### config.mk
export PLATFORM = sky130hd
export DESIGN_NAME = countdown_timer
export DESIGN_NICKNAME = d
export VERILOG_FILES = /design/src/rtl/countdown_timer.sv
export SDC_FILE = /design/constraint.sdc
export NUM_CORES = 1
export LEC_CHECK = 0
export BUFFER_PORTS_ARGS = -buffer_cell sky130_fd_sc_hd__buf_2
export CORE_MARGIN = 5
export CORE_UTILIZATION = 65
export DETAILED_ROUTE_END_ITERATION = 10
export GPL_ROUTABILITY_DRIVEN = 0
export PLACE_DENSITY_LB_ADDON = 0.15
export SYNTH_ARGS = -nofsm -noshare
export SYNTH_HDL_FRONTEND = slang
export SYNTH_SLANG_ARGS = --single-unit
export TNS_END_PERCENT = 20
### constraint.sdc
create_clock -name CLK -period 4.6 [get_ports CLK]
set_input_delay 0.46 -clock CLK [delete_from_list [all_inputs] [get_ports CLK]]
set_output_delay 0.46 -clock CLK [all_outputs]
set_load 0.005 [all_outputs]
### src/rtl/countdown_timer.sv
// Minutes:seconds countdown timer (00:00-99:59) with debounced active-low keys,
// active-low 7-segment digit outputs and a self-clearing alarm.
module countdown_timer #(
  parameter int CLK_HZ     = 50_000_000,
  parameter int DEB_CYCLES = 1_000_000,
  parameter int ALARM_SEC  = 5
) (
  input  logic       CLK,
  input  logic       RST,
  input  logic       KEY_START,
  input  logic       KEY_MIN,
  input  logic       KEY_SEC,
  output logic [6:0] HEX0,
  output logic [6:0] HEX1,
  output logic [6:0] HEX2,
  output logic [6:0] HEX3,
  output logic       BUZZ,
  output logic       RUN_LED
);

  localparam int PW = $clog2(CLK_HZ + 1);
  localparam int DW = $clog2(DEB_CYCLES + 1);
  localparam int AW = $clog2(ALARM_SEC + 1);
  localparam logic [PW-1:0] PRESC_MAX  = PW'(CLK_HZ - 1);
  localparam logic [DW-1:0] DEB_MAX    = DW'(DEB_CYCLES - 1);
  localparam logic [AW-1:0] ALARM_LAST = AW'(ALARM_SEC - 1);

  typedef enum logic [1:0] {
    ST_IDLE  = 2'd0,
    ST_RUN   = 2'd1,
    ST_PAUSE = 2'd2,
    ST_ALARM = 2'd3
  } state_t;

  // Time is packed as {M1, M0, S1, S0}, one BCD nibble each.
  function automatic logic [7:0] inc_bcd2(input logic [7:0] v, input logic [3:0] tens_max);
    logic [7:0] r;
    r = v;
    if (v[3:0] == 4'd9) begin
      r[3:0] = 4'd0;
      if (v[7:4] == tens_max) r[7:4] = 4'd0;
      else                    r[7:4] = v[7:4] + 4'd1;
    end else begin
      r[3:0] = v[3:0] + 4'd1;
    end
    return r;
  endfunction

  function automatic logic [15:0] dec_time(input logic [15:0] t);
    logic [15:0] r;
    r = t;
    if (t[3:0] != 4'd0) begin
      r[3:0] = t[3:0] - 4'd1;
    end else begin
      r[3:0] = 4'd9;
      if (t[7:4] != 4'd0) begin
        r[7:4] = t[7:4] - 4'd1;
      end else begin
        r[7:4] = 4'd5;
        if (t[11:8] != 4'd0) begin
          r[11:8] = t[11:8] - 4'd1;
        end else begin
          r[11:8]  = 4'd9;
          r[15:12] = t[15:12] - 4'd1;
        end
      end
    end
    return r;
  endfunction

  function automatic logic [6:0] seg7(input logic [3:0] d, input logic [3:0] max_d);
    logic [6:0] s;
    if (d > max_d) begin
      s = 7'b111_1111;
    end else begin
      case (d)
        4'd0:    s = 7'b100_0000;
        4'd1:    s = 7'b111_1001;
        4'd2:    s = 7'b010_0100;
        4'd3:    s = 7'b011_0000;
        4'd4:    s = 7'b001_1001;
        4'd5:    s = 7'b001_0010;
        4'd6:    s = 7'b000_0010;
        4'd7:    s = 7'b111_1000;
        4'd8:    s = 7'b000_0000;
        4'd9:    s = 7'b001_0000;
        default: s = 7'b111_1111;
      endcase
    end
    return s;
  endfunction

  // Key index 0 = START, 1 = MIN, 2 = SEC; levels are active-low.
  logic [2:0]    key_raw_s;
  logic [2:0]    sync1_r, sync2_r, deb_r, press_r;
  logic [DW-1:0] deb_cnt_r [3];
  logic          start_p_s, min_p_s, sec_p_s;

  assign key_raw_s = {KEY_SEC, KEY_MIN, KEY_START};

  // Synchronize each key, accept a new level after it is stable, flag presses
  always_ff @(posedge CLK) begin
    if (RST) begin
      sync1_r <= 3'b111;
      sync2_r <= 3'b111;
      deb_r   <= 3'b111;
      press_r <= 3'b000;
      for (int i = 0; i < 3; i++) deb_cnt_r[i] <= '0;
    end else begin
      sync1_r <= key_raw_s;
      sync2_r <= sync1_r;
      for (int i = 0; i < 3; i++) begin
        press_r[i] <= 1'b0;
        if (sync2_r[i] == deb_r[i]) begin
          deb_cnt_r[i] <= '0;
        end else if (deb_cnt_r[i] == DEB_MAX) begin
          deb_r[i]     <= sync2_r[i];
          deb_cnt_r[i] <= '0;
          press_r[i]   <= ~sync2_r[i];
        end else begin
          deb_cnt_r[i] <= deb_cnt_r[i] + DW'(1);
        end
      end
    end
  end

  assign start_p_s = press_r[0];
  assign min_p_s   = press_r[1] & ~press_r[0];
  assign sec_p_s   = press_r[2] & ~press_r[1] & ~press_r[0];

  state_t        state_r, state_nx;
  logic [15:0]   time_r, time_nx, dec_s;
  logic [PW-1:0] presc_r, presc_nx;
  logic [AW-1:0] alarm_cnt_r, alarm_nx;
  logic          tick_s, buzz_r, run_led_r;

  // Next state, time, prescaler and alarm count
  always_comb begin
    state_nx = state_r;
    time_nx  = time_r;
    alarm_nx = alarm_cnt_r;
    presc_nx = '0;
    tick_s   = 1'b0;
    dec_s    = dec_time(time_r);
    if (state_r == ST_RUN || state_r == ST_ALARM) begin
      if (presc_r == PRESC_MAX) begin
        tick_s   = 1'b1;
        presc_nx = '0;
      end else begin
        presc_nx = presc_r + PW'(1);
      end
    end else begin
      presc_nx = '0;
    end
    case (state_r)
      ST_IDLE: begin
        if (start_p_s) begin
          if (time_r != 16'h0000) state_nx = ST_RUN;
          else                    state_nx = ST_IDLE;
        end else if (min_p_s) begin
          time_nx[15:8] = inc_bcd2(time_r[15:8], 4'd9);
        end else if (sec_p_s) begin
          time_nx[7:0] = inc_bcd2(time_r[7:0], 4'd5);
        end else begin
          state_nx = ST_IDLE;
        end
      end
      ST_RUN: begin
        // A pause request takes precedence over a coincident tick.
        if (start_p_s) begin
          state_nx = ST_PAUSE;
        end else if (tick_s) begin
          time_nx = dec_s;
          if (dec_s == 16'h0000) begin
            state_nx = ST_ALARM;
            alarm_nx = '0;
          end else begin
            state_nx = ST_RUN;
          end
        end else begin
          state_nx = ST_RUN;
        end
      end
      ST_PAUSE: begin
        if (start_p_s) begin
          state_nx = ST_RUN;
        end else if (min_p_s) begin
          time_nx  = 16'h0000;
          state_nx = ST_IDLE;
        end else begin
          state_nx = ST_PAUSE;
        end
      end
      ST_ALARM: begin
        if (press_r != 3'b000) begin
          state_nx = ST_IDLE;
        end else if (tick_s) begin
          if (alarm_cnt_r == ALARM_LAST) state_nx = ST_IDLE;
          else                           alarm_nx = alarm_cnt_r + AW'(1);
        end else begin
          state_nx = ST_ALARM;
        end
      end
      default: state_nx = ST_IDLE;
    endcase
  end

  // State, time, prescaler, alarm count and registered status outputs
  always_ff @(posedge CLK) begin
    if (RST) begin
      state_r     <= ST_IDLE;
      time_r      <= 16'h0000;
      presc_r     <= '0;
      alarm_cnt_r <= '0;
      buzz_r      <= 1'b0;
      run_led_r   <= 1'b0;
    end else begin
      state_r     <= state_nx;
      time_r      <= time_nx;
      presc_r     <= presc_nx;
      alarm_cnt_r <= alarm_nx;
      buzz_r      <= (state_nx == ST_ALARM);
      run_led_r   <= (state_nx == ST_RUN);
    end
  end

  assign BUZZ    = buzz_r;
  assign RUN_LED = run_led_r;
  assign HEX0    = seg7(time_r[3:0],   4'd9);
  assign HEX1    = seg7(time_r[7:4],   4'd5);
  assign HEX2    = seg7(time_r[11:8],  4'd9);
  assign HEX3    = seg7(time_r[15:12], 4'd9);

endmodule

==> results of run 1 <==
==> cell usage after synthesis, types with 4 or more instances <==
cell type / instances / area share (%)
and2_1: 8 / 0.60
dfxtp_1: 89 / 21
or4_1: 5 / 0.45
o311ai_0: 5 / 0.52
nand4_1: 12 / 0.89
a31oi_1: 5 / 0.37
nor4b_1: 8 / 0.84
o21ai_0: 44 / 2.6
nand2_1: 56 / 2.5
clkbuf_1: 32 / 1.4
nor2_1: 148 / 6.6
xnor2_1: 41 / 4.3
nor3_1: 12 / 0.72
nand2b_1: 32 / 2.4
nand3_1: 56 / 3.3
or3_1: 13 / 0.97
o31ai_1: 5 / 0.45
xor2_1: 37 / 3.9
a21oi_1: 35 / 2.1
or2_2: 8 / 0.60
a21o_1: 7 / 0.63
nor4_1: 11 / 0.82
inv_1: 47 / 2.1
edfxtp_1: 60 / 21
o211ai_1: 4 / 0.36
mux2i_1: 11 / 1.3
ha_1: 45 / 6.7
a211oi_1: 4 / 0.36
and3_1: 22 / 1.6
nor2b_1: 7 / 0.52
==> power by group <==
| group | internal [mW] | switching [mW] |
|---|---|---|
| Sequential | 1.43 | 0.0499 |
| Combinational | 0.151 | 0.221 |
| Clock | 0.864 | 0.529 |
| Total | 2.45 | 0.800 |
==> routing by layer <==
layer,global-route usage (%),up-vias,wire length (um)
li1,-,3382,-
met1,30.45,3046,7816
met2,35.89,149,7684
met3,5.223,17,699
met4,6.644,0,186
met5,0,-,0
==> cell type report <==
class	count	area share, %
Timing Repair Buffer	37	2.035
Inverter	48	1.903
Tap cell	172	2.273
Multi-Input combinational cell	761	49.64
Sequential cell	149	37.85
Clock buffer	19	4.678
Clock inverter	13	1.625
==> kinds of logic (layout without fill, tap and decap cells) <==
group           after synthesis  count (layout)  share of synthesized area [%]
other cells                   1              60                        0.04471
flops                       149             149                          42.72
mux                          16              16                          1.984
buf+inv                      83             117                          3.893
simple gates                417             417                          25.18
fa+ha+maj                    45              45                          6.712
xor+xnor                     78              78                          8.144
compound gates              145             145                          11.32
==> final timing paths <==
check	from	to
setup / recovery	presc_r[0]	flop
hold reg to reg	sync1_r[2]	sync2_r[2]
setup reg to reg	presc_r[0]	flop
hold / removal	KEY_MIN	sync1_r[1]
==> through the flow <==
step                      worst slack, ps  instances  hold WS [ps]
after floorplan                      1507        993         389.5
after global placement               1265       1167         392.7
after detailed placement             1058       1167         406.8
after CTS                            1036       1199         222.5
after global routing                646.6       1199         224.4
final                                1085       1199         231.4
==> impl_metrics.env, run 1 <==
export IMPL_status="finished, final reports clean"
export IMPL_synth_async_reset_ratio_pct=0
export IMPL_syn_cell_area_um2=8388
export IMPL_first_global_vias=6087
export IMPL_post_route_util_pct=75.02
export IMPL_rows=41
export IMPL_drv_cap=0
export IMPL_ys_seq_area_share_pct=42.72
export IMPL_rsz0062_at_grt="false"
export IMPL_cts_sinks=149
export IMPL_max_slew_margin_pct=31.00
export IMPL_syn_to_final_growth_pct=12.87
export IMPL_powerDensity_nw_per_um2=343.1
export IMPL_holdCritPathClass="input port to flop"
export IMPL_crit_family="compound AO/OA/AOI/OAI gates"
export IMPL_cp_num_cells=9
export IMPL_cpPeakStageDelay_ps=630
export IMPL_rr_worst_depth=9
export IMPL_via_per_inst=5.500
export IMPL_layout_min_cycle_time_ps=3515
export IMPL_layout_commonest_cell="nor2_1"
export IMPL_ant_nets=0
export IMPL_drt_total_wl_um=16390
export IMPL_endpoint_kind="flop"
export IMPL_synth_main_ff_cell="dfxtp_1"
export IMPL_synth_distinct_cells=71
export IMPL_syn_area_per_cell_um2=8.981
export IMPL_stdcell_area_um2=9468
export IMPL_io_pins=35
export IMPL_post_cts_resized=0
export IMPL_dieArea_um2=15280
export IMPL_htreeDepth=4
export IMPL_crit_path_frequent_cell="o21ai_0"
export IMPL_crit_required_ps=4870
export IMPL_seq_area_um2=3583
export IMPL_grt_usage_pct=22.43
export IMPL_cp_cell_sequence="ha_1 > nand2_1 > nor4_1 > a21oi_1 > o311ai_0 > o21a_1 > inv_1 > o21ai_0 > o21ai_0"
export IMPL_path_clk_slew_ps=60
export IMPL_leakage_nw=3.829
export IMPL_placed_cell_area_um2=8871
export IMPL_regToRegSetupSlack_ps=1080
export IMPL_worstMarginPinSlew_ps=1035
export IMPL_synth_edff_count=60
export IMPL_clk_root_buffer_cell="clkbuf_16"
export IMPL_cts_tree="yes"
export IMPL_grt_pass1_wl_um=27850
export IMPL_drtIter0Drc=505
export IMPL_vias=6594
export IMPL_worst_path_buf_inv=1
export IMPL_wl_per_cell_um=13.67
export IMPL_core_area_um2=12620
export IMPL_nNetsFinal=1064
export IMPL_slowest_stage="nor4_1"
export IMPL_antenna_found_initial=0
export IMPL_final_cell_mix="nor2_1 (148), dfxtp_1 (89), edfxtp_1 (60), conb_1 (60)"
export IMPL_remaining_drc_errors=0
export IMPL_multiInputGateArea_um2=4700
export IMPL_p_total_mw=3.248
export IMPL_drive_gt1_share_pct=8.861
export IMPL_cts_buffers=17
export IMPL_drv_slew=0
export IMPL_setup_worst_path_class="flop to flop"
export IMPL_path_max_fanout=12
export IMPL_finClkSkew_ps=7.616
export IMPL_crit_arrival_ps=3790
export IMPL_firstDrtPassIters=6
export IMPL_antennaDiodeCount=0
export IMPL_hold_violations=0
export IMPL_clkLatencyLatePin_ps=420
export IMPL_holdPathStages=2
export IMPL_io_buffers=34
export IMPL_fmax_mhz=284.5
export IMPL_hpwl_um=11550
export IMPL_grt_max_degree=44
export IMPL_postCtsSetupBuffers=0
export IMPL_setup_viol=0
export IMPL_start_kind="flop"
export IMPL_synth_seq_cells=149
export IMPL_synthCells=934
export IMPL_fp_dieH_um=123.6
export IMPL_die_x_um=123.6
export IMPL_fin_crit_sh_pct=76.42
export IMPL_yosys_warnings=0
export IMPL_clockBufferDepth=2
export IMPL_grt_overflow_total=0
export IMPL_finalSetupTns_ps=0
export IMPL_ir_worst_vdd_uv=230.8
export IMPL_hold_buffers=0
export IMPL_nFillCells=941
export IMPL_start_util_pct=66.47
No activity file was read; power rests on OpenSTA's default activity.
==> run 2, diff against run 1 <==
--- a/config.mk
+++ b/config.mk
@@ -7,7 +7,7 @@
 export LEC_CHECK = 0
 export BUFFER_PORTS_ARGS = -buffer_cell sky130_fd_sc_hd__buf_2
 export CORE_MARGIN = 5
-export CORE_UTILIZATION = 65
+export CORE_UTILIZATION = 56
 export DETAILED_ROUTE_END_ITERATION = 10
 export GPL_ROUTABILITY_DRIVEN = 0
 export PLACE_DENSITY_LB_ADDON = 0.15
==> constraint.sdc (replaced) <==
create_clock -name CLK -period 2.9 [get_ports CLK]
set_input_delay 0.29 -clock CLK [delete_from_list [all_inputs] [get_ports CLK]]
set_output_delay 0.29 -clock CLK [all_outputs]
set_load 0.005 [all_outputs]
==> run 2 against run 1 <==
Wire length grew 4.4%. Sequential share of layout area decreased by 1.9 points. First-iteration DRC count is the same. Flip-flop and latch count unchanged. Via count up 3.3%. Die area grew 15%. Sequential power grew 57%. Register-to-register slack worse by 1100 ps.
==> impl_metrics.env, run 2 (synthesis results as in run 1) <==
export IMPL_crit_family="simple AND/OR/NAND/NOR gates"
export IMPL_clk_root_buffer_cell="clkbuf_16"
export IMPL_fp_dieH_um=132.4
export IMPL_htreeDepth=4
export IMPL_io_pins=35
export IMPL_remaining_drc_errors=0
export IMPL_dieArea_um2=17530
export IMPL_max_slew_margin_pct=34.29
export IMPL_antenna_found_initial=0
export IMPL_nFillCells=1172
export IMPL_status="finished, final reports clean"
export IMPL_grt_overflow_total=0
export IMPL_clockBufferDepth=2
export IMPL_powerDensity_nw_per_um2=516.9
export IMPL_hpwl_um=11990
export IMPL_worst_path_buf_inv=1
export IMPL_rsz0062_at_grt="true"
export IMPL_core_area_um2=14590
export IMPL_p_clk_share_pct=40.9
export IMPL_leakage_nw=4.089
export IMPL_path_clk_slew_ps=60
export IMPL_ir_worst_vdd_uv=389.7
export IMPL_grt_usage_pct=19.44
export IMPL_endpoint_kind="flop"
export IMPL_setup_viol=0
export IMPL_ant_nets=0
export IMPL_io_buffers=34
export IMPL_grt_max_degree=27
export IMPL_hold_violations=0
export IMPL_worstMarginPinSlew_ps=975.3
export IMPL_antennaDiodeCount=0
export IMPL_rr_worst_depth=9
export IMPL_cts_buffers=17
export IMPL_cts_sinks=149
export IMPL_drv_slew=0
export IMPL_grt_pass1_wl_um=28800
export IMPL_start_kind="flop"
export IMPL_rows=44
export IMPL_via_per_inst=5.396
export IMPL_fmax_mhz=347.9
export IMPL_path_max_fanout=5
export IMPL_layout_min_cycle_time_ps=2874
export IMPL_clkLatencyLatePin_ps=430
export IMPL_combPwrFrac_pct=13.8
export IMPL_final_cell_mix="nor2_1 (148), dfxtp_1 (87), edfxtp_1 (60), conb_1 (60), nand2_1 (56)"
export IMPL_cts_tree="yes"
export IMPL_crit_path_frequent_cell="or4_4"
export IMPL_timing_rr_end="alarm_cnt_r[2]"
export IMPL_holdCritPathClass="input port to flop"
export IMPL_firstDrtPassIters=5
export IMPL_crit_arrival_ps=3230
export IMPL_fin_crit_sh_pct=99.12
export IMPL_seq_power_share_pct=45.2
export IMPL_first_global_vias=6197
export IMPL_slowest_stage="or4_4"
export IMPL_hold_start="KEY_MIN"
export IMPL_drt_total_wl_um=17100
export IMPL_syn_to_final_growth_pct=19.03
export IMPL_hold_worst_slack_ps=58.52
export IMPL_power_switching_mw=1.323
export IMPL_holdPathStages=2
export IMPL_switching_share_pct=25.63
export IMPL_internal_power_mw=3.838
export IMPL_nNetsFinal=1115
export IMPL_finClkSkew_ps=12.24
export IMPL_die_x_um=132.4
export IMPL_drtIter0Drc=505
export IMPL_p_total_mw=5.161
export IMPL_cp_cell_sequence="inv_2 > ha_4 > nor3b_4 > nand3_2 > mux2_4 > or4_4 > a221o_1 > or4_4 > a21oi_2"
export IMPL_wl_per_cell_um=13.55
export IMPL_r2r_start="time_r[5]"
export IMPL_drive_gt1_share_pct=15.21
export IMPL_crit_required_ps=3260
export IMPL_cpPeakStageDelay_ps=550
export IMPL_setup_worst_path_class="flop to flop"
export IMPL_drv_cap=0
export IMPL_vias=6810
export IMPL_holdPathEnd="sync1_r[1]"
export IMPL_regToRegSetupSlack_ps=30
export IMPL_layout_commonest_cell="nor2_1"
export IMPL_start_util_pct=57.50
run 2: cell count changes in the layout (fill, tap and decap cells not counted), sizes merged:
| cell | previous run | this run |
|---|---|---|
| inv | 49 | 50 |
| clkinv | 7 | 5 |
| bufinv | 3 | 1 |
| buf | 37 | 88 |
| clkbuf | 19 | 21 |
| clkinvlp | 2 | 3 |
run 2: power by group through the flow:
stage | registers [mW] | clock network, mW | logic, mW
6_report | 2.33 | 2.11 | 0.714
5_1_grt | 2.35 | 2.25 | 0.795
4_1_cts | 2.33 | 2.17 | 0.673
3_5_place_dp | 2.38 | 0 | 0.663
3_3_place_gp | 2.37 | 0 | 0.661
2_1_floorplan | 2.36 | 0 | 0.469
run 2: worst max-delay path by stage:
| stage | startpoint | end | cells past startpoint |
|---|---|---|---|
| global placement | time_r[5] | alarm_cnt_r[2] | 9 |
| detailed placement | presc_r[11] | flop | 10 |
| finish | time_r[5] | alarm_cnt_r[2] | 9 |
| global route | time_r[5] | alarm_cnt_r[2] | 9 |
| CTS | time_r[5] | alarm_cnt_r[2] | 9 |
| floorplan | time_r[4] | alarm_cnt_r[2] | 10 |
run 2: stage by stage:
stage | utilization, % | worst slack, ps | instances | cell area, um^2 | setup TNS (ps)
after CTS | 67.32 | 9.972 | 1256 | 9822 | 0
after detailed placement | 63.37 | 9.950 | 1224 | 9245 | 0
final | 68.44 | 25.54 | 1262 | 9985 | 0
after global routing | 68.44 | -51.70 | 1262 | 9985 | -110.3
after floorplan | - | -22.33 | 993 | 8641 | -22.33
after global placement | 63.37 | 109.6 | 1224 | 9245 | 0
run 2: layout make-up:
cell class	instances	area (um^2)	area share, %
multi-input combinational	761	4840	48.47
timing repair buffer	88	579.3	5.802
tap	184	230.2	2.306
inverter	48	180.2	1.805
clock inverter	11	97.59	0.9774
sequential	149	3586	35.91
clock buffer	21	471.7	4.724
run 2: worst reg2reg max path, cell delays in order, from the launching register on:
cell	delay (ps)
dfxtp_1	330
inv_2	90
ha_4	140
nor3b_4	300
nand3_2	130
mux2_4	330
or4_4	550
a221o_1	390
or4_4	430
a21oi_2	120
run 2: layer usage:
| metal | track usage [%] | vias up | share of wire, % |
|---|---|---|---|
| met5 | 0 | - | 0 |
| met4 | 6.335 | 0 | 1.4 |
| met3 | 4.733 | 22 | 4.6 |
| met2 | 29.89 | 166 | 47 |
| met1 | 27.06 | 3140 | 47 |
| li1 | - | 3482 | - |
run 2: timing repair:
action,CTS,global route
gates resized for setup,1,26
setup buffers,0,6
cloned,0,0
endpoints found under the setup margin,1,27
hold buffers,0,0
pin swaps,0,7
==> run 3, diff against run 2 <==
==> constraint.sdc (replaced) <==
create_clock -name CLK -period 2.9 [get_ports CLK]
set_input_delay 0.145 -clock CLK [delete_from_list [all_inputs] [get_ports CLK]]
set_output_delay 0.145 -clock CLK [all_outputs]
set_load 0.005 [all_outputs]
==> run 3 against run 2 <==
Sequential share of layout area down 0.11 points. Wire length up 0.16%. Largest cell class unchanged. Clock-buffer cell count unchanged. Power about the same. First-iteration DRC count up 11%.
==> impl_metrics.env, run 3 (synthesis results as in run 1) <==
export IMPL_status="finished, final reports clean"
export IMPL_startpoint="time_r[5]"
export IMPL_rsz0062_at_grt="true"
export IMPL_nFillCells=1171
export IMPL_layout_commonest_cell="nor2_1"
export IMPL_first_global_vias=6209
export IMPL_wl_per_cell_um=13.54
export IMPL_grt_max_degree=27
export IMPL_timing_rr_end="alarm_cnt_r[2]"
export IMPL_firstDrtPassIters=5
export IMPL_fin_crit_sh_pct=98.89
export IMPL_p_total_mw=5.161
export IMPL_remaining_drc_errors=0
export IMPL_grt_pass1_wl_um=28860
export IMPL_clkLatencyLatePin_ps=430
export IMPL_clk_root_buffer_cell="clkbuf_16"
export IMPL_layout_min_cycle_time_ps=2868
export IMPL_hold_violations=0
export IMPL_crit_path_frequent_cell="or4_4"
export IMPL_worst_path_buf_inv=1
export IMPL_cp_cell_sequence="inv_2 > ha_4 > nor3b_4 > nand3_2 > mux2_4 > or4_4 > a221o_1 > or4_4 > a21oi_2"
export IMPL_antenna_found_initial=0
export IMPL_syn_to_final_growth_pct=19.39
export IMPL_start_util_pct=57.50
export IMPL_drive_gt1_share_pct=15.17
export IMPL_rows=44
export IMPL_drtIter0Drc=563
export IMPL_ant_nets=0
export IMPL_core_area_um2=14590
export IMPL_rr_worst_depth=9
export IMPL_cpPeakStageDelay_ps=550
export IMPL_final_cell_mix="nor2_1 (148), dfxtp_1 (87), edfxtp_1 (60), conb_1 (60), nand2_1 (56)"
export IMPL_setup_worst_path_class="flop to flop"
export IMPL_vias=6804
export IMPL_finalSetupTns_ps=0
export IMPL_path_max_fanout=5
export IMPL_drv_slew=0
export IMPL_slowest_stage="or4_4"
export IMPL_fmax_mhz=348.7
export IMPL_io_pins=35
export IMPL_grt_usage_pct=19.48
export IMPL_r2r_start="time_r[5]"
export IMPL_finClkSkew_ps=10.75
export IMPL_crit_family="simple AND/OR/NAND/NOR gates"
export IMPL_io_buffers=34
export IMPL_holdCritPathClass="input port to flop"
export IMPL_antennaDiodeCount=0
export IMPL_nNetsFinal=1118
export IMPL_dieArea_um2=17530
export IMPL_htreeDepth=4
export IMPL_hpwl_um=11990
export IMPL_drt_total_wl_um=17130
export IMPL_setup_viol=0
export IMPL_regToRegSetupSlack_ps=30
export IMPL_crit_arrival_ps=3230
export IMPL_crit_end="alarm_cnt_r[2]"
export IMPL_max_slew_margin_pct=35.53
export IMPL_crit_required_ps=3260
export IMPL_ir_worst_vdd_uv=388.6
export IMPL_powerDensity_nw_per_um2=515.3
export IMPL_endpoint_kind="flop"
export IMPL_grt_overflow_total=0
export IMPL_path_clk_slew_ps=60
export IMPL_cts_tree="yes"
export IMPL_post_route_util_pct=68.64
export IMPL_die_x_um=132.4
export IMPL_cts_buffers=17
export IMPL_drv_cap=0
export IMPL_start_kind="flop"
export IMPL_cts_sinks=149
export IMPL_via_per_inst=5.379
export IMPL_cp_num_cells=9
export IMPL_clockBufferDepth=2
export IMPL_fp_dieH_um=132.4
export IMPL_leakage_nw=4.101
export IMPL_hold_worst_slack_ps=188.7
export IMPL_worstMarginPinSlew_ps=956.9
==> run 3: power by group <==
group	leakage, nW	internal [mW]	total [mW]	switching, mW
Clock	0.275	1.25	2.11	0.857
Sequential	1.34	2.27	2.33	0.0617
Combinational	2.49	0.317	0.718	0.401
==> run 3: final cells by class <==
| type | count | area [um^2] | area share (%) |
|---|---|---|---|
| Timing Repair Buffer | 91 | 609.3 | 6.084 |
| Inverter | 48 | 180.2 | 1.799 |
| Tap cell | 184 | 230.2 | 2.299 |
| Clock inverter | 11 | 97.59 | 0.9745 |
| Sequential cell | 149 | 3586 | 35.81 |
| Clock buffer | 21 | 471.7 | 4.710 |
| Multi-Input combinational cell | 761 | 4840 | 48.33 |
==> run 3: how the worst min path moves through the flow <==
stage	start	end	slack, ps	cells after the start
finish	RST	deb_r[2]	190	3
global placement	KEY_MIN	sync1_r[1]	340	2
floorplan	KEY_START	sync1_r[0]	250	1
global route	RST	deb_r[1]	210	3
CTS	RST	deb_r[2]	160	3
detailed placement	KEY_MIN	sync1_r[1]	350	2
==> run 3: what timing repair did <==
item	in CTS	in global routing
pin swaps	0	7
gates resized for setup	1	26
hold endpoints to repair	3	0
hold buffers	3	0
buffers inserted	0	6
endpoints found under the setup margin	1	27
==> run 3: metal layers <==
layer / vias to the layer above / track usage [%] / part of all wire, %
met5: - / 0 / 0
met4: 0 / 6.335 / 1.7
met3: 28 / 4.733 / 4.5
met2: 163 / 29.94 / 47
met1: 3127 / 27.11 / 47
li1: 3486 / - / -
==> run 3: metrics by stage <==
| stage | setup slack, ps | instance area, um^2 | std cells |
|---|---|---|---|
| 4_1_cts | 9.972 | 9852 | 1259 |
| 3_3_place_gp | 109.6 | 9245 | 1224 |
| 6_report | 32.29 | 10010 | 1265 |
| 5_1_grt | -51.70 | 10010 | 1265 |
| 3_5_place_dp | 9.950 | 9245 | 1224 |
| 2_1_floorplan | -22.33 | 8641 | 993 |
==> run 3: worst min-delay path, cell delays in order <==
cell and delay [ps]:
buf_2 100, clkinv_1 240, nand2_1 80
